<file path="src/rtl/inst_fetch_pkg.sv">
// -----------------------------------------------------------------------------
// inst_fetch_pkg
// Shared definitions for the fetch stage (also used by inst_decode):
//   ADDR_WIDTH_DEF / INST_WIDTH_DEF : default address / instruction widths
//   RESET_PC_DEF                    : default PC loaded by reset
//   OPC_MSB / OPC_LSB               : opcode field position inside an instruction
//   OP_HALT                         : opcode that stops fetch when
//                                     INST_FETCH_HALT_EN is defined
// -----------------------------------------------------------------------------
package inst_fetch_pkg;

   localparam int ADDR_WIDTH_DEF = 8;
   localparam int INST_WIDTH_DEF = 8;
   localparam int RESET_PC_DEF   = 0;

   localparam int OPC_MSB = 7;
   localparam int OPC_LSB = 4;

   localparam logic [OPC_MSB-OPC_LSB:0] OP_HALT = 4'hF;

   function automatic logic is_halt(input logic [OPC_MSB-OPC_LSB:0] opc);
      return opc == OP_HALT;
   endfunction

endpackage

</file>
<file path="src/rtl/inst_fetch_if.sv">
// -----------------------------------------------------------------------------
// inst_fetch_if
// Bundles the fetch stage's instruction-memory port, redirect input and
// decode-side valid/ready handshake.
//   master : the fetch stage (drives imem_rd_en/imem_addr, inst/inst_pc/
//            inst_valid, halted; receives imem_rdata, redirect/redirect_pc,
//            inst_ready)
//   slave  : the environment (memory, later stages, decode)
// -----------------------------------------------------------------------------
interface inst_fetch_if #(
   parameter int ADDR_WIDTH = inst_fetch_pkg::ADDR_WIDTH_DEF,
   parameter int INST_WIDTH = inst_fetch_pkg::INST_WIDTH_DEF
);

   logic                  imem_rd_en;
   logic [ADDR_WIDTH-1:0] imem_addr;
   logic [INST_WIDTH-1:0] imem_rdata;
   logic                  redirect;
   logic [ADDR_WIDTH-1:0] redirect_pc;
   logic [INST_WIDTH-1:0] inst;
   logic [ADDR_WIDTH-1:0] inst_pc;
   logic                  inst_valid;
   logic                  inst_ready;
   logic                  halted;

   modport master (
      output imem_rd_en, imem_addr, inst, inst_pc, inst_valid, halted,
      input  imem_rdata, redirect, redirect_pc, inst_ready
   );

   modport slave (
      input  imem_rd_en, imem_addr, inst, inst_pc, inst_valid, halted,
      output imem_rdata, redirect, redirect_pc, inst_ready
   );

endinterface

</file>
<file path="src/rtl/inst_fetch_buffer.sv">
// -----------------------------------------------------------------------------
// fetch_buffer
// Two-entry synchronous FIFO of {inst, pc} pairs between instruction memory
// and decode. Simultaneous push and pop are allowed; flush empties it.
//   clk, rst        : clock, synchronous active-low reset
//   push_i          : write {push_inst_i, push_pc_i} at the tail
//   pop_i           : drop the head entry
//   flush_i         : discard all entries (wins over push/pop)
//   head_inst_o/pc_o: head entry (meaningful only while count_o != 0)
//   count_o         : number of stored entries, 0..2
// -----------------------------------------------------------------------------
module fetch_buffer #(
   parameter int ADDR_WIDTH = inst_fetch_pkg::ADDR_WIDTH_DEF,
   parameter int INST_WIDTH = inst_fetch_pkg::INST_WIDTH_DEF
) (
   input  logic                  clk,
   input  logic                  rst,
   input  logic                  push_i,
   input  logic                  pop_i,
   input  logic                  flush_i,
   input  logic [INST_WIDTH-1:0] push_inst_i,
   input  logic [ADDR_WIDTH-1:0] push_pc_i,
   output logic [INST_WIDTH-1:0] head_inst_o,
   output logic [ADDR_WIDTH-1:0] head_pc_o,
   output logic [1:0]            count_o
);

   logic [INST_WIDTH-1:0] inst_q [2];
   logic [ADDR_WIDTH-1:0] pc_q   [2];
   logic                  rd_ptr_q;
   logic                  wr_ptr_q;
   logic [1:0]            count_q;

   // NOTE: sequential state uses non-blocking assignments only, so every
   // register samples pre-edge values regardless of statement order.
   always_ff @(posedge clk) begin
      if (!rst) begin
         // NOTE: the storage is reset (only two entries) so that inst/inst_pc
         // read as zero out of reset; larger memories would not be reset.
         inst_q[0] <= '0;
         inst_q[1] <= '0;
         pc_q[0]   <= '0;
         pc_q[1]   <= '0;
         rd_ptr_q  <= 1'b0;
         wr_ptr_q  <= 1'b0;
         count_q   <= 2'd0;
      end else if (flush_i) begin
         rd_ptr_q <= 1'b0;
         wr_ptr_q <= 1'b0;
         count_q  <= 2'd0;
      end else begin
         if (push_i) begin
            inst_q[wr_ptr_q] <= push_inst_i;
            pc_q[wr_ptr_q]   <= push_pc_i;
            wr_ptr_q         <= ~wr_ptr_q;
         end
         if (pop_i) begin
            rd_ptr_q <= ~rd_ptr_q;
         end
         count_q <= count_q + 2'(push_i) - 2'(pop_i);
      end
   end

   assign head_inst_o = inst_q[rd_ptr_q];
   assign head_pc_o   = pc_q[rd_ptr_q];
   assign count_o     = count_q;

endmodule

</file>
<file path="src/rtl/inst_fetch.sv">
// -----------------------------------------------------------------------------
// inst_fetch
// Instruction fetch stage: owns the PC, issues single-cycle-latency reads to
// instruction memory and hands instructions to decode through fetch_buffer.
//   clk, rst : clock, synchronous active-low reset (0 = reset)
//   bus      : inst_fetch_if.master
//                imem_rd_en/imem_addr/imem_rdata : instruction memory port
//                redirect/redirect_pc            : flush and restart fetch
//                inst/inst_pc/inst_valid/inst_ready : decode handshake
//                halted                          : fetch stopped on HALT
// Build option: INST_FETCH_HALT_EN - opcode OP_HALT stops further reads once
// it lands in the buffer; halted rises the cycle after it is popped. Without
// the macro OP_HALT is an ordinary instruction and halted is tied low.
// -----------------------------------------------------------------------------
module inst_fetch
   import inst_fetch_pkg::*;
#(
   parameter int                    ADDR_WIDTH = ADDR_WIDTH_DEF,
   parameter int                    INST_WIDTH = INST_WIDTH_DEF,
   parameter logic [ADDR_WIDTH-1:0] RESET_PC   = ADDR_WIDTH'(RESET_PC_DEF)
) (
   input  logic        clk,
   input  logic        rst,
   inst_fetch_if.master bus
);

   logic [ADDR_WIDTH-1:0] pc_q;
   logic                  inflight_q;
   logic [ADDR_WIDTH-1:0] inflight_pc_q;

   logic [INST_WIDTH-1:0] head_inst;
   logic [ADDR_WIDTH-1:0] head_pc;
   logic [1:0]            count;
   logic [2:0]            occupancy;
   logic                  pop;
   logic                  push;
   logic                  issue;
   logic                  halt_hit;
   logic                  halt_pend;

   assign pop  = (count != 2'd0) & bus.inst_ready;
   // A redirect discards the response of the read issued last cycle.
   assign push = inflight_q & ~bus.redirect;

   // Entries that will be buffered or in flight after this edge, not counting
   // the read about to be issued; pop implies count >= 1, so no underflow.
   assign occupancy = 3'(count) + 3'(inflight_q) - 3'(pop);

   // halt_hit also blocks the read in the same cycle the HALT lands, so no
   // instruction past the HALT is ever fetched.
   assign issue = rst & ~bus.redirect & ~halt_pend & ~halt_hit & (occupancy < 3'd2);

   always_ff @(posedge clk) begin
      if (!rst) begin
         pc_q          <= RESET_PC;
         inflight_q    <= 1'b0;
         inflight_pc_q <= RESET_PC;
      end else if (bus.redirect) begin
         pc_q       <= bus.redirect_pc;
         inflight_q <= 1'b0;
      end else begin
         inflight_q <= issue;
         if (issue) begin
            pc_q          <= pc_q + ADDR_WIDTH'(1);
            inflight_pc_q <= pc_q;
         end
      end
   end

   fetch_buffer #(
      .ADDR_WIDTH (ADDR_WIDTH),
      .INST_WIDTH (INST_WIDTH)
   ) u_fetch_buffer (
      .clk         (clk),
      .rst         (rst),
      .push_i      (push),
      .pop_i       (pop),
      .flush_i     (bus.redirect),
      .push_inst_i (bus.imem_rdata),
      .push_pc_i   (inflight_pc_q),
      .head_inst_o (head_inst),
      .head_pc_o   (head_pc),
      .count_o     (count)
   );

`ifdef INST_FETCH_HALT_EN
   logic halt_pend_q;
   logic halted_q;
   logic halt_pop;

   assign halt_hit = push & is_halt(bus.imem_rdata[OPC_MSB:OPC_LSB]);
   // While halt_pend is set the only OP_HALT entry left is the one that set it.
   assign halt_pop = pop & halt_pend_q & is_halt(head_inst[OPC_MSB:OPC_LSB]);

   always_ff @(posedge clk) begin
      if (!rst || bus.redirect) begin
         halt_pend_q <= 1'b0;
         halted_q    <= 1'b0;
      end else begin
         if (halt_hit) halt_pend_q <= 1'b1;
         if (halt_pop) halted_q    <= 1'b1;
      end
   end

   assign halt_pend  = halt_pend_q;
   assign bus.halted = halted_q;
`else
   assign halt_hit   = 1'b0;
   assign halt_pend  = 1'b0;
   assign bus.halted = 1'b0;
`endif

   assign bus.imem_rd_en = issue;
   assign bus.imem_addr  = pc_q;
   assign bus.inst       = head_inst;
   assign bus.inst_pc    = head_pc;
   assign bus.inst_valid = (count != 2'd0);

endmodule

</file>
<file path="src/flat_wrapper.sv">
// flat-port wrapper written by rule: the top's interface ports become plain ports
module inst_fetch_flat import inst_fetch_pkg::*;
#(
   parameter int                    ADDR_WIDTH = ADDR_WIDTH_DEF,
   parameter int                    INST_WIDTH = INST_WIDTH_DEF,
   parameter logic [ADDR_WIDTH-1:0] RESET_PC   = ADDR_WIDTH'(RESET_PC_DEF)
)
  (clk, rst, bus_imem_rd_en, bus_imem_addr, bus_inst, bus_inst_pc, bus_inst_valid, bus_halted, bus_imem_rdata, bus_redirect, bus_redirect_pc, bus_inst_ready);
  inst_fetch_if #(.ADDR_WIDTH(ADDR_WIDTH), .INST_WIDTH(INST_WIDTH)) bus_i ();
  input  logic clk;
  input  logic rst;
  output wire logic [$bits(bus_i.imem_rd_en)-1:0] bus_imem_rd_en;
  output wire logic [$bits(bus_i.imem_addr)-1:0] bus_imem_addr;
  output wire logic [$bits(bus_i.inst)-1:0] bus_inst;
  output wire logic [$bits(bus_i.inst_pc)-1:0] bus_inst_pc;
  output wire logic [$bits(bus_i.inst_valid)-1:0] bus_inst_valid;
  output wire logic [$bits(bus_i.halted)-1:0] bus_halted;
  input wire logic [$bits(bus_i.imem_rdata)-1:0] bus_imem_rdata;
  input wire logic [$bits(bus_i.redirect)-1:0] bus_redirect;
  input wire logic [$bits(bus_i.redirect_pc)-1:0] bus_redirect_pc;
  input wire logic [$bits(bus_i.inst_ready)-1:0] bus_inst_ready;
  assign bus_imem_rd_en = bus_i.imem_rd_en;
  assign bus_imem_addr = bus_i.imem_addr;
  assign bus_inst = bus_i.inst;
  assign bus_inst_pc = bus_i.inst_pc;
  assign bus_inst_valid = bus_i.inst_valid;
  assign bus_halted = bus_i.halted;
  assign bus_i.imem_rdata = bus_imem_rdata;
  assign bus_i.redirect = bus_redirect;
  assign bus_i.redirect_pc = bus_redirect_pc;
  assign bus_i.inst_ready = bus_inst_ready;
  inst_fetch #(.ADDR_WIDTH(ADDR_WIDTH), .INST_WIDTH(INST_WIDTH), .RESET_PC(RESET_PC)) u_core (.clk(clk), .rst(rst), .bus(bus_i));
endmodule
</file>
<file path="config.mk">
export PLATFORM = sky130hd
export DESIGN_NAME = inst_fetch_flat
export DESIGN_NICKNAME = d
export VERILOG_FILES = /design/src/rtl/inst_fetch_pkg.sv /design/src/rtl/inst_fetch_if.sv /design/src/rtl/inst_fetch_buffer.sv /design/src/rtl/inst_fetch.sv /design/src/flat_wrapper.sv
export SDC_FILE = /design/constraint.sdc
export NUM_CORES = 1
export LEC_CHECK = 0
export CELL_PAD_IN_SITES_DETAIL_PLACEMENT = 0
export CELL_PAD_IN_SITES_GLOBAL_PLACEMENT = 1
export CORE_MARGIN = 8
export CORE_UTILIZATION = 44
export CTS_CLUSTER_SIZE = 28
export DETAILED_ROUTE_END_ITERATION = 10
export GPL_TIMING_DRIVEN = 1
export PLACE_DENSITY = 0.88
export SYNTH_ARGS = -nofsm -noshare
export SYNTH_HDL_FRONTEND = slang
export SYNTH_SLANG_ARGS = --single-unit
</file>
<file path="constraint.sdc">
create_clock -name clk -period 4.48 [get_ports clk]
set_input_delay 0.448 -clock clk [delete_from_list [all_inputs] [get_ports clk]]
set_output_delay 0.448 -clock clk [all_outputs]
set_load 0.05 [all_outputs]
</file>
==> reports/metrics.yaml <==
floorplan:
  floorplan.core_area_mm2: 0.005371
  initial_core_util_pct: 44.58
  boundaryPins: 47
  dieHeight_um: 89.78
  row_count: 27
  die_x_um: 89.78
  dieArea_mm2: 0.008060
logic_synthesis:
  netlist_instances: 198
  synth.cells.most_frequent: "and2_1 (36), edfxtp_1 (32), dfxtp_1 (22)"
  synth_top_flop_cell: "edfxtp_1"
  synth-async-reset-ratio_pct: 0
  synth-seq-cells: 54
  synth_warnings: 0
  synthMostInstantiatedCell: "and2_1"
  number_of_synthesized_flops_with_an_enable_pin: 32
  post_synth.cell_area_avg_um2: 12.09
  cells_taking_the_most_area_after_synthesis: "edfxtp_1 (40%), dfxtp_1 (18%), and2_1 (9.4%)"
  post_syn_area_mm2: 0.002395
  ys_types: 33
  post_synth_top_area_share_pct: 40.13
  synth.net_count: 221
  synth_top_cell_by_area: "edfxtp_1"
  synth_seq_area_share_pct: 58.52
cts:
  postCtsSetupRepairBufs: 0
  cts_root_buffer: "clkbuf_8"
  cts.htree.levels: 2
  later_pin_clock_latency_in_the_skew_report_ns: 0.30
  clock-sinks: 54
  clkSlewWorstSetupHoldPaths_ns: 0.08
  ctsResizeCount: 0
  cts_max_path_buffers: 2
  cts_buffers: 5
  tritoncts_clock_tree: "built"
  holdBufCountCts: 0
timing:
  totalNegativeSetupSlack_ns: 0
  post-route-period-util_pct: 82.31
  layout_min_cycle_time_ns: 3.687
  hold_viol_final: 0
  setup_repair_after_global_routing_missed_its_margin: "false"
  layout_setup_ws_ns: 0.7926
  hold_ws_ns: 0.5051
  finalClockSkew_ns: 0.006683
  worstMarginPinSlew_ns: 0.7482
  top_achievable_clock_speed_mhz: 271.2
  slew_headroom_pct: 50.12
  final_max_slew_viol_count: 0
  timing.final.setup_violations: 0
pwr:
  static-leakage-power_nw: 1.155
  irDropWorstVdd_uv: 157.4
  power.density_cell_area_mw_per_mm2: 345.9
cells_and_area:
  final_util_pct: 56.46
  drive_above_1_share_pct: 11.84
  area_growth_pct: 26.65
  final_std_cell_area_no_fill_mm2: 0.003033
  fin_nets: 267
  antennaDiodeCount: 0
grt:
  met2_usage_pct: 18.53
  grt_overflow: 0
  grt_pass1_vias: 1604
  pin_count_of_the_biggest_net_entering_global_routing: 18
  grt_first_pass_wirelength_um: 7514
  grtUsageMet3_pct: 4.572
  grt-busiest-layer: "met2"
  grt_antenna_before_repair: 0
  grt_util_met1_pct: 13.05
  grt.total_usage_pct: 11.13
setup_path:
  timing.critical_path.fanout_max: 8
  critical_path_class: "input port to output port"
  sort_of_element_at_the_end_of_the_critical_path: "output port"
  worstPathCellList: "clkdlybuf4s50_1 -> o21ai_0 -> nor2_1 -> fa_1 -> xnor2_2 -> nand3_4 -> inv_2 -> clkdlybuf4s50_1"
  critical_path_arrival_ns: 3.24
  startpoint_type: "input port"
  worst_path_buffer_plus_inverter_count: 3
  worst_path_max_delay_cell: "clkdlybuf4s50_1"
  worst_path_most_repeated_cell: "clkdlybuf4s50_1"
  path_delay_family: "buffers and inverters"
  worstPathRequired_ns: 4.03
  critPathMaxStageDelay_ns: 0.84
detailed_routing:
  drtIter0Drc: 60
  vias_per_cell: 4.830
  drc_errors: 0
  detail_route.first_pass.iterations: 4
  ant_nets: 0
  drt_wl_total_um: 4418
  wire_per_inst_um: 13.94
  routed-via-count: 1531
place:
  gp_congestion: 0.8126
  place.port_buffers: 45
  dp_worst_setup_slack_ns: 0.7736
  placed_area_mm2: 0.002917
  dp.final_hpwl_um: 3190
job:
  maxCapViolations: 0
status:
  outcome: "complete, no violations"
hold_path:
  hold_path.class: "flip-flop to flip-flop"
## through the flow
| stage | total power, mW | std cells |
|---|---|---|
| 3_3_place_gp | 0.7364 | 309 |
| 6_report | 1.049 | 317 |
| 5_1_grt | 1.093 | 317 |
| 2_1_floorplan | 0.6769 | 198 |
| 4_1_cts | 1.062 | 317 |
| 3_5_place_dp | 0.7383 | 309 |
## per-layer routing
metal / wire length [µm] / vias up
met2: 2069 / 54
li1: - / 777
met4: 13 / 0
met1: 1962 / 696
met5: 0 / -
met3: 373 / 4
## report_power, final
part           switching (mW)  internal [mW]
clock                   0.142          0.182
combinational          0.0989         0.0643
sequential             0.0147          0.547
## worst min-delay path: cells and delay by family, from the launching register on
| family | cells | cell delay (ns) |
|---|---|---|
| and+or+nand+nor | 1 | 0.07 |
| muxes | 1 | 0.07 |
| DFF | 1 | 0.34 |
## final timing paths
kind / startpoint / slack, ns / cells past startpoint / endpoint
setup reg to reg: u_core.u_fetch_buffer.count_o[1]$_SDFF_PP0_ / 1.83 / 7 / u_core.bus.imem_addr[7]$_SDFFE_PN0P_
hold / removal: u_core.inflight_pc_q[6]$_SDFFE_PN0P_ / 0.51 / 2 / u_core.inflight_pc_q[6]$_SDFFE_PN0P_
hold reg to reg: u_core.inflight_pc_q[6]$_SDFFE_PN0P_ / 0.51 / 2 / u_core.inflight_pc_q[6]$_SDFFE_PN0P_
setup / recovery: bus_inst_ready / 0.79 / 8 / bus_imem_rd_en
## flip-flops by register name (all words and copies together), names as in the netlist, named ones only
| register | flops |
|---|---|
| u_core.u_fetch_buffer.wr_ptr_q | 1 |
| u_core.u_fetch_buffer.pc_q | 16 |
| u_core.u_fetch_buffer.rd_ptr_q | 1 |
| u_core.u_fetch_buffer.count_o | 2 |
| u_core.u_fetch_buffer.inst_q | 16 |
| u_core.bus.imem_addr | 8 |
| u_core.inflight_pc_q | 8 |
| u_core.inflight_q | 1 |
## area by class of cell
cell class | instances | area [µm²]
multi-input cells | 130 | 937.1
repair buffers | 47 | 465.4
clock inverters | 1 | 30.03
inverters | 6 | 22.52
well taps | 72 | 90.09
flip-flops and latches | 54 | 1401
clock buffers | 7 | 86.33
fillers | 463 | 2338
## placed cells by master, fill, tap and decap left out
cell type        instances
and2_1                  36
xnor2_2                  1
nor2b_1                  1
ha_1                     2
fa_1                     1
bufinv_16                1
inv_2                    1
nor3_1                   2
and3_1                   2
clkdlybuf4s50_1         45
clkinv_1                 1
xnor2_1                  3
nand3_1                  2
clkbuf_1                 1
nor2_1                  13
o31a_1                   1
o311a_1                  1
mux2_2                  16
nand3_4                  1
nor4_1                   1
dfxtp_1                 22
buf_4                    2
a311oi_1                 1
nand2_1                  7
nand2b_1                 1
nand4_1                  3
clkbuf_8                 6
conb_1                   1
edfxtp_1                32
inv_1                    4
a21oi_1                  6
xor2_1                   8
or2_2                    1
mux2i_1                  9
o21ai_0                  8
a41oi_1                  1
o21ai_1                  1
## logic make-up after synthesis
| family | Yosys count | share of synthesized area [%] |
|---|---|---|
| buffers and inverters | 14 | 2.351 |
| DFF | 54 | 58.52 |
| adders and majority gates | 3 | 1.881 |
| AOI/OAI and AO/OA | 19 | 4.650 |
| muxes | 25 | 11.29 |
| other | 1 | 0.1566 |
| and+or+nand+nor | 70 | 16.46 |
| xor gates and xnor gates | 12 | 4.703 |
Power figures use the tool's default switching activity.
